$ cat src/rtl/spu_pkg.sv
`default_nettype none
// +--------------------------------------------------------------------------+
// | spu_pkg: opcodes, ALU op classes and the RR-form opcode decoder.         |
// | Revision: 1.0                                                            |
// +--------------------------------------------------------------------------+
package spu_pkg;

    localparam logic [10:0] OP_AH   = 11'b00011001000;
    localparam logic [10:0] OP_A    = 11'b00011000000;
    localparam logic [10:0] OP_SFH  = 11'b00001001000;
    localparam logic [10:0] OP_SF   = 11'b00001000000;
    localparam logic [10:0] OP_AND  = 11'b00011000001;
    localparam logic [10:0] OP_OR   = 11'b00001000001;
    localparam logic [10:0] OP_XOR  = 11'b01001000001;
    localparam logic [10:0] OP_CEQH = 11'b01111001000;
    localparam logic [10:0] OP_CEQ  = 11'b01111000000;

    typedef enum logic {
        ELEM_HALF = 1'b0,
        ELEM_WORD = 1'b1
    } elem_e;

    typedef enum logic [2:0] {
        ALU_ADD = 3'd0,
        ALU_SFX = 3'd1,
        ALU_AND = 3'd2,
        ALU_OR  = 3'd3,
        ALU_XOR = 3'd4,
        ALU_CEQ = 3'd5
    } alu_op_e;

    typedef struct packed {
        alu_op_e op;
        elem_e   elem;
        logic    illegal;
    } dec_t;

    function automatic dec_t decode(input logic [10:0] opc);
        dec_t d;
        d.op      = ALU_ADD;
        d.elem    = ELEM_WORD;
        d.illegal = 1'b0;
        case (opc)
            OP_AH:   begin d.op = ALU_ADD; d.elem = ELEM_HALF; end
            OP_A:    begin d.op = ALU_ADD; d.elem = ELEM_WORD; end
            OP_SFH:  begin d.op = ALU_SFX; d.elem = ELEM_HALF; end
            OP_SF:   begin d.op = ALU_SFX; d.elem = ELEM_WORD; end
            OP_AND:  d.op = ALU_AND;
            OP_OR:   d.op = ALU_OR;
            OP_XOR:  d.op = ALU_XOR;
            OP_CEQH: begin d.op = ALU_CEQ; d.elem = ELEM_HALF; end
            OP_CEQ:  begin d.op = ALU_CEQ; d.elem = ELEM_WORD; end
            default: d.illegal = 1'b1;
        endcase
        return d;
    endfunction

endpackage
`default_nettype wire

$ cat src/rtl/spu_fx_simd_pipe_alu.sv
`default_nettype none
// +--------------------------------------------------------------------------+
// | spu_simd_alu: combinational SIMD lane ALU, halfword or word elements.    |
// | Revision: 1.0                                                            |
// +--------------------------------------------------------------------------+
module spu_simd_alu
    import spu_pkg::*;
#(
    parameter int DATA_W = 128
) (
    input  alu_op_e            op,
    input  elem_e              elem,
    input  logic [DATA_W-1:0]  ra,
    input  logic [DATA_W-1:0]  rb,
    output logic [DATA_W-1:0]  rt
);

    genvar w;
    generate
        for (w = 0; w < DATA_W / 32; w++) begin : g_word
            logic [31:0] a;
            logic [31:0] b;
            logic [31:0] r;
            logic        half;

            assign a    = ra[32*w +: 32];
            assign b    = rb[32*w +: 32];
            assign half = (elem == ELEM_HALF);

            // Halfword results are built per half so no carry/borrow crosses bit 16.
            always_comb begin
                r = '0;
                case (op)
                    ALU_ADD: r = half ? {a[31:16] + b[31:16], a[15:0] + b[15:0]} : a + b;
                    ALU_SFX: r = half ? {b[31:16] - a[31:16], b[15:0] - a[15:0]} : b - a;
                    ALU_AND: r = a & b;
                    ALU_OR:  r = a | b;
                    ALU_XOR: r = a ^ b;
                    ALU_CEQ: r = half ? {{16{a[31:16] == b[31:16]}}, {16{a[15:0] == b[15:0]}}}
                                      : {32{a == b}};
                    default: r = '0;
                endcase
            end

            assign rt[32*w +: 32] = r;
        end
    endgenerate

endmodule
`default_nettype wire

$ cat src/rtl/spu_fx_simd_pipe.sv
`default_nettype none
// +--------------------------------------------------------------------------+
// | spu_fx_simd_pipe: pipelined SIMD fixed-point execute unit, even pipe.    |
// | Revision: 1.0                                                            |
// +--------------------------------------------------------------------------+
module spu_fx_simd_pipe
    import spu_pkg::*;
#(
    parameter int DATA_W  = 128,
    parameter int LATENCY = 2,
    parameter int TAG_W   = 7
) (
    input  logic              clk,
    input  logic              rst_n,
    input  logic              flush,
    input  logic              in_valid,
    output logic              in_ready,
    input  logic [10:0]       in_opcode,
    input  logic [DATA_W-1:0] in_ra,
    input  logic [DATA_W-1:0] in_rb,
    input  logic [TAG_W-1:0]  in_tag,
    output logic              out_valid,
    input  logic              out_ready,
    output logic [DATA_W-1:0] out_rt,
    output logic [TAG_W-1:0]  out_tag,
    output logic              out_illegal,
    output logic              busy
);

    dec_t                                dec;
    logic [DATA_W-1:0]                   alu_rt;
    logic [DATA_W-1:0]                   res;
    logic [LATENCY-1:0]                  can_load;
    logic                                accept;

    logic [LATENCY-1:0]                  vld_q, vld_d;
    logic [LATENCY-1:0][DATA_W-1:0]      rt_q,  rt_d;
    logic [LATENCY-1:0][TAG_W-1:0]       tag_q, tag_d;
    logic [LATENCY-1:0]                  ill_q, ill_d;

    assign dec = decode(in_opcode);

    spu_simd_alu #(
        .DATA_W (DATA_W)
    ) u_alu (
        .op   (dec.op),
        .elem (dec.elem),
        .ra   (in_ra),
        .rb   (in_rb),
        .rt   (alu_rt)
    );

    assign res = dec.illegal ? '0 : alu_rt;

    // A stage can load when out_ready is high or some stage at or after it is empty.
    always_comb begin
        logic full_run;
        full_run = 1'b1;
        can_load = '0;
        for (int k = LATENCY - 1; k >= 0; k--) begin
            full_run    = full_run & vld_q[k];
            can_load[k] = out_ready | ~full_run;
        end
    end

    assign in_ready = can_load[0] & ~flush;
    assign accept   = in_valid & in_ready;

    always_comb begin
        vld_d = vld_q;
        rt_d  = rt_q;
        tag_d = tag_q;
        ill_d = ill_q;
        if (can_load[0]) begin
            vld_d[0] = accept;
            if (accept) begin
                rt_d[0]  = res;
                tag_d[0] = in_tag;
                ill_d[0] = dec.illegal;
            end
        end
        for (int k = 1; k < LATENCY; k++) begin
            if (can_load[k]) begin
                vld_d[k] = vld_q[k-1];
                if (vld_q[k-1]) begin
                    rt_d[k]  = rt_q[k-1];
                    tag_d[k] = tag_q[k-1];
                    ill_d[k] = ill_q[k-1];
                end
            end
        end
        if (flush) begin
            vld_d = '0;
        end
    end

    always_ff @(posedge clk or negedge rst_n) begin
        if (!rst_n) begin
            vld_q <= '0;
            rt_q  <= '0;
            tag_q <= '0;
            ill_q <= '0;
        end else begin
            vld_q <= vld_d;
            rt_q  <= rt_d;
            tag_q <= tag_d;
            ill_q <= ill_d;
        end
    end

    assign out_valid   = vld_q[LATENCY-1];
    assign out_rt      = rt_q[LATENCY-1];
    assign out_tag     = tag_q[LATENCY-1];
    assign out_illegal = ill_q[LATENCY-1];
    assign busy        = |vld_q;

endmodule
`default_nettype wire
$ cat config.mk
export PLATFORM = sky130hd
export DESIGN_NAME = spu_fx_simd_pipe
export DESIGN_NICKNAME = d
export VERILOG_FILES = /design/src/rtl/spu_pkg.sv /design/src/rtl/spu_fx_simd_pipe_alu.sv /design/src/rtl/spu_fx_simd_pipe.sv
export SDC_FILE = /design/constraint.sdc
export NUM_CORES = 1
export LEC_CHECK = 0
export CORE_MARGIN = 3
export CORE_UTILIZATION = 43
export DETAILED_ROUTE_END_ITERATION = 8
export PLACE_DENSITY = 0.72
export SYNTH_ARGS = -nofsm -noshare
export SYNTH_HDL_FRONTEND = slang
export SYNTH_HIERARCHICAL = 1
export SYNTH_SLANG_ARGS = --single-unit
$ cat constraint.sdc
create_clock -name clk -period 3.4 [get_ports clk]
set_input_delay 0.85 -clock clk [delete_from_list [all_inputs] [get_ports clk]]
set_output_delay 0.85 -clock clk [all_outputs]
set_load 0.05 [all_outputs]
==> results of run 1 <==
registers in the layout (all words and copies together), names as in the netlist:
name / cells
ill_q: 2
out_rt: 128
out_tag: 7
rt_q: 128
tag_q: 7
vld_q: 2
stage by stage:
stage	TNS (ns)	cells	setup WS, ns	hold slack, ns
after global placement	-108.08	6607	-1.26	0.463
final	-2.10	6800	-0.196	0.217
after floorplan	-4.35	4258	-0.494	0.469
after global routing	-5.58	6799	-0.305	0.221
after detailed placement	-111.71	6607	-1.25	0.488
after CTS	-1.49	6740	-0.197	0.210
layout make-up:
| type | count | area share |
|---|---|---|
| multi-input cells | 3180 | 0.496 |
| repair buffers | 1846 | 0.296 |
| flip-flops and latches | 274 | 0.129 |
| inverters | 400 | 0.0289 |
| well taps | 1030 | 0.0243 |
| clock buffers | 44 | 0.0193 |
| clock inverters | 23 | 0.00622 |
| diodes | 3 | 0.000141 |
cells in the final DEF (no fill, tap or decap), drive strengths merged, types with 37 or more instances in the layout:
cell type,Yosys,final
a211oi,58,58
a21o,55,55
a21oi,372,372
a221oi,42,42
a22o,129,129
a31oi,42,42
buf,248,1441
clkbuf,156,64
clkdlybuf4s50,0,256
dfrtp,274,274
dlygate4sd2,0,93
ha,416,416
inv,399,403
mux2,151,151
nand2,251,251
nand2b,41,41
nand3,71,71
nor2,414,414
nor3,104,104
nor4,37,37
o211ai,70,70
o21ai,256,256
o21bai,47,47
o221ai,38,38
o31ai,38,38
xnor2,52,52
path summary, 6_finish.rpt:
check / from / endpoint / slack, ns / cells after the start
hold reg to reg: rt_q[1] / rt_q[1] / 0.50 / 1
max in group asynchronous: rst_n / out_rt[88] / 2.35 / 2
setup / recovery: in_opcode[10] / rt_q[93] / -0.20 / 16
setup reg to reg: vld_q[0] / rt_q[23] / 1.41 / 5
min in group clk: rt_q[1] / rt_q[1] / 0.50 / 1
hold / removal: rst_n / out_rt[7] / 0.22 / 1
cells by family after synthesis:
logic type / after synthesis
multiplexers: 180
AO/OA/AOI/OAI: 1406
XOR/XNOR: 62
flip-flops: 274
AND/OR/NAND/NOR: 1100
adder cells (fa/ha/maj): 432
buffers and inverters: 804
where the power goes:
part / switching [W] / internal (W) / total [W]
clock network: 0.00170 / 0.00271 / 0.00441
registers: 0.0000272 / 0.00331 / 0.00334
logic: 0.00352 / 0.00329 / 0.00681
total: 0.00524 / 0.00931 / 0.0145
routing by layer:
| metal | wire [um] | track usage | vias up |
|---|---|---|---|
| met3 | 11100 | 0.0484 | 475 |
| met4 | 8770 | 0.178 | 4 |
| met1 | 61000 | 0.439 | 19082 |
| met5 | 32 | 0 | - |
| li1 | - | - | 18137 |
| met2 | 73400 | 0.606 | 1891 |
timing repair:
action,CTS,global route
gates resized for setup,641,336
buffers inserted,73,62
hold endpoints to repair,0,0
gates cloned,1,3
setup endpoints to repair,111,91
pin swaps,208,175
==> flow_summary.ini, run 1 <==
[run_status]
status = finished, violations left
failed_checks = setup timing

[clock_network]
clockBufferDepth = 3
htreeDepth = 2
cts_tree = yes
numCtsBuffers = 37
clkLatencyLatePin_ns = 0.57
hold_buffers = 0
clockRootBuffer = clkbuf_16
clkSinkCount = 274
clk_pin_slew_ns = 0.06

[synth]
syn-cell-area_mm2 = 0.0336
yosys-top-cells-area = dfrtp_1 20%, ha_1 16%, a21oi_1 5.5%
async_flop_share = 1.00
ys_ff_latch = 274
syn_nets = 4969
syn_inst = 4258
yosysUniqueCellTypes = 116
synth-main-ff-cell = dfrtp_1
synth_top_area_frac = 0.204
ys_top_cells_by_count = 416 x ha_1, 411 x nor2_1, 394 x inv_1
synth-edff-count = 0
synthMuxAreaShare = 0.0597
yosysTopAreaCell = dfrtp_1
synth_simple_gate_area_frac = 0.153
synthXorXnorAreaFrac = 0.0162
yosys_warnings = 6
synthAdderAreaFrac = 0.165
synth_most_common_cell = ha_1
synth_top_family_by_area = compound AO/OA/AOI/OAI gates
synth_compound_area_frac = 0.291
post_synth.cell_area_avg_um2 = 7.89
ys_seq_area_frac = 0.204

[placement]
place_congestion = 1.00
port_buffers = 417
dp_hpwl_um = 115000
place_area_mm2 = 0.0476

[critical_path]
path_max_fanout = 3
path_buf_inv = 5
critical-path-top-delay-family = simple AND/OR/NAND/NOR gates
crit_top_cell = buf_6
worstPathRequired_ns = 3.85
start_kind = input port
path_cells = buf_6 -> or4b_4 -> nor3_4 -> buf_6 -> buf_6 -> nor4b_4 -> buf_6 -> buf_8 -> or2_4 -> nor2_4 -> a221o_1 -> or2_4 -> a221oi_4 -> nor2_1 -> or3_1 -> a22o_1
cpPeakStageDelay_ns = 0.55
arrival_ns = 4.05
path_class = in2reg
end_kind = flop
critPathSlowestCell = or4b_4

[power]
power_w = 0.0145
power_density_mw_per_mm2 = 274
ir_worst_vdd_mv = 0.346
leakagePower_nw = 25.6

[floorplan]
die_w_um = 285
dieArea_mm2 = 0.0815
fp.dieH_um = 285
core_region_area_mm2 = 0.0767
initial_core_util = 0.438
num_io_pins = 418
rows = 101

[detailed_routing]
dr.pass1.iters = 7
first_iter_violations = 3440
vias_per_cell = 5.82
vias = 39589
totalWireLength_um = 154000
drc = 0
wire_per_inst_um = 22.7
ant_nets = 0

[final_layout]
final_net_count = 6450
drive_gt1_frac = 0.392
syn2layout_area_growth_pct = 58.1
fin_area_mm2 = 0.0531
layout.area.seq_mm2 = 0.00686
fillers = 6144
multi_input_comb_area_mm2 = 0.0263
fin_util = 0.692

[grt]
track_usage = 0.355
grt_max_degree = 103
grt_pass1_wl_um = 228000
grt_pass1_vias = 39663
grt-ovfl-total = 0
grt_antenna_before_repair = 6

[timing]
fin_crit_sh = 1.06
hold_viol = 0
fin_crit_ns = 3.60
tightestPinTransition_ns = 0.760
setup_slack_ns = -0.196
rsz0062_at_grt = yes
fmax_mhz = 278
slew_viol_final = 0
skew_ns = 0.0192
setup_viol = 22
slew_headroom = 0.488

[hold_path]
min_path_type = in2async

[flow_run]
cap_violations = 0
Power figures use the tool's default switching activity.
==> inputs of run 2 (changes only) <==
CELL_PAD_IN_SITES_DETAIL_PLACEMENT = 0   (was not set)
CELL_PAD_IN_SITES_GLOBAL_PLACEMENT = 1   (was not set)
CORE_MARGIN = not set   (was 3)
MAX_ROUTING_LAYER = met4   (was not set)
PLACE_DENSITY = 0.91   (was 0.72)
==> flow_summary.ini, run 2 (synthesis gave the netlist of run 1 again) <==
[detailed_routing]
ant_nets = 0
first_iter_violations = 4612
vias_per_cell = 6.04
totalWireLength_um = 152000
wire_per_inst_um = 22.3
drc = 0
vias = 40980
dr.pass1.iters = 9

[grt]
grt_antenna_before_repair = 19
grt_max_degree = 88
grt_pass1_vias = 40255
grt-ovfl-total = 0
grt_pass1_wl_um = 220000
track_usage = 0.365

[placement]
place_congestion = 1.11
place_area_mm2 = 0.0471
dp_hpwl_um = 107000
port_buffers = 417

[critical_path]
arrival_ns = 4.09
reg2reg_depth = 6
worstPathRequired_ns = 3.90
worst_r2r_endpoint = rt_q[114]
end_kind = flop
path_max_fanout = 4
r2r_start = vld_q[0]
r2r_slack_ns = 1.46
path_class = in2reg
crit_start = in_opcode[5]
start_kind = input port

[floorplan]
dieArea_mm2 = 0.0792
fp.dieH_um = 281
rows = 102
core_region_area_mm2 = 0.0773
initial_core_util = 0.434
num_io_pins = 418
die_w_um = 281

[final_layout]
fin_util = 0.683
fillers = 5766
layout_commonest_cell = buf_4
fin_area_mm2 = 0.0528
syn2layout_area_growth_pct = 57.2
drive_gt1_frac = 0.396
mostFrequentLayoutCells = 1293 x buf_4, 381 x nor2_1, 322 x ha_1
final_net_count = 6413

[power]
power_w = 0.0146
power_density_mw_per_mm2 = 276
ir_worst_vdd_mv = 0.361
leakagePower_nw = 25.4

[timing]
slew_viol_final = 0
fin_crit_ns = 3.59
setup_viol = 34
rsz0062_at_grt = yes
holdWs_ns = 0.339
fmax_mhz = 279
final.setup.tns_ns = -2.82
tightestPinTransition_ns = 0.909
setup_slack_ns = -0.186
skew_ns = 0.0228
fin_crit_sh = 1.05
slew_headroom = 0.394
hold_viol = 0

[run_status]
status = finished, violations left
failed_checks = setup timing

[clock_network]
numCtsBuffers = 37
cts_tree = yes
hold_buffers = 0
clkSinkCount = 274
htreeDepth = 2
clk_pin_slew_ns = 0.06
clockBufferDepth = 3
clkLatencyLatePin_ns = 0.59
clockRootBuffer = clkbuf_16

[flow_run]
cap_violations = 0

[hold_path]
min_path_type = in2async
-- run 2: cell types whose count changed in the layout (fill, tap and decap cells not counted), sizes merged --
cell           before   now
clkbuf             64    84
diode               3    19
bufinv              7     5
dlygate4sd2        93    56
clkinvlp            1     2
buf              1441  1403
clkdlybuf4s50     256   261
clkdlybuf4s15      18    13
bufbuf              1     2
dlymetal6s2s       17    39
clkinv             12     7
-- run 2: routing by layer --
layer	vias to the layer above	part of all wire	GRT usage
met4	0	0.082	0.251
li1	18076	-	-
met3	879	0.098	0.0645
met5	-	0	-
met2	2767	0.46	0.597
met1	19258	0.36	0.405
-- run 2: repair_timing --
item	in CTS	in global routing
pin swaps	215	240
cloned	2	2
buffers inserted	78	68
setup endpoints to repair	117	99
resized for setup	534	458
-- run 2: layout make-up --
| cell class | instances | area (um2) | share of cell area |
|---|---|---|---|
| Antenna cell | 19 | 47.5 | 0.000901 |
| Clock buffer | 49 | 1070 | 0.0203 |
| Clock inverter | 17 | 249 | 0.00472 |
| Inverter | 400 | 1530 | 0.0290 |
| Multi-Input combinational cell | 3180 | 26500 | 0.502 |
| Sequential cell | 274 | 6860 | 0.130 |
| Tap cell | 1040 | 1300 | 0.0246 |
| Timing Repair Buffer | 1809 | 15200 | 0.289 |
-- run 2: worst max-delay path by stage --
stage,endpoint,depth (start not counted),slack (ns)
2_1_floorplan,rt_q[94],14,-0.49
3_3_place_gp,rt_q[94],15,-1.18
3_5_place_dp,rt_q[88],16,-1.21
4_1_cts,rt_q[123],16,-0.18
5_1_grt,rt_q[28],15,-0.25
6_report,rt_q[28],15,-0.19
-- run 2: report_power, final --
group	leakage [nW]	switching (W)	internal (W)
Clock	0.645	0.00175	0.00261
Sequential	3.79	0.0000283	0.00331
Combinational	21.0	0.00358	0.00330
-- run 2: critical path: stages --
cell and delay (ns):
buf_6 0.09, or4b_4 0.55, nor3_4 0.20, buf_4 0.15
and3_4 0.24, inv_2 0.05, or3_4 0.41, buf_6 0.15
a211o_4 0.32, o21ai_2 0.07, nor2_1 0.05, or3_1 0.34
or3_1 0.33, o211ai_1 0.13, a22o_1 0.16
-- run 2: stage by stage --
step / cells / worst slack [ns]
after floorplan: 4258 / -0.494
after global placement: 6567 / -1.18
after detailed placement: 6567 / -1.21
after CTS: 6709 / -0.176
after global routing: 6785 / -0.247
final: 6788 / -0.186
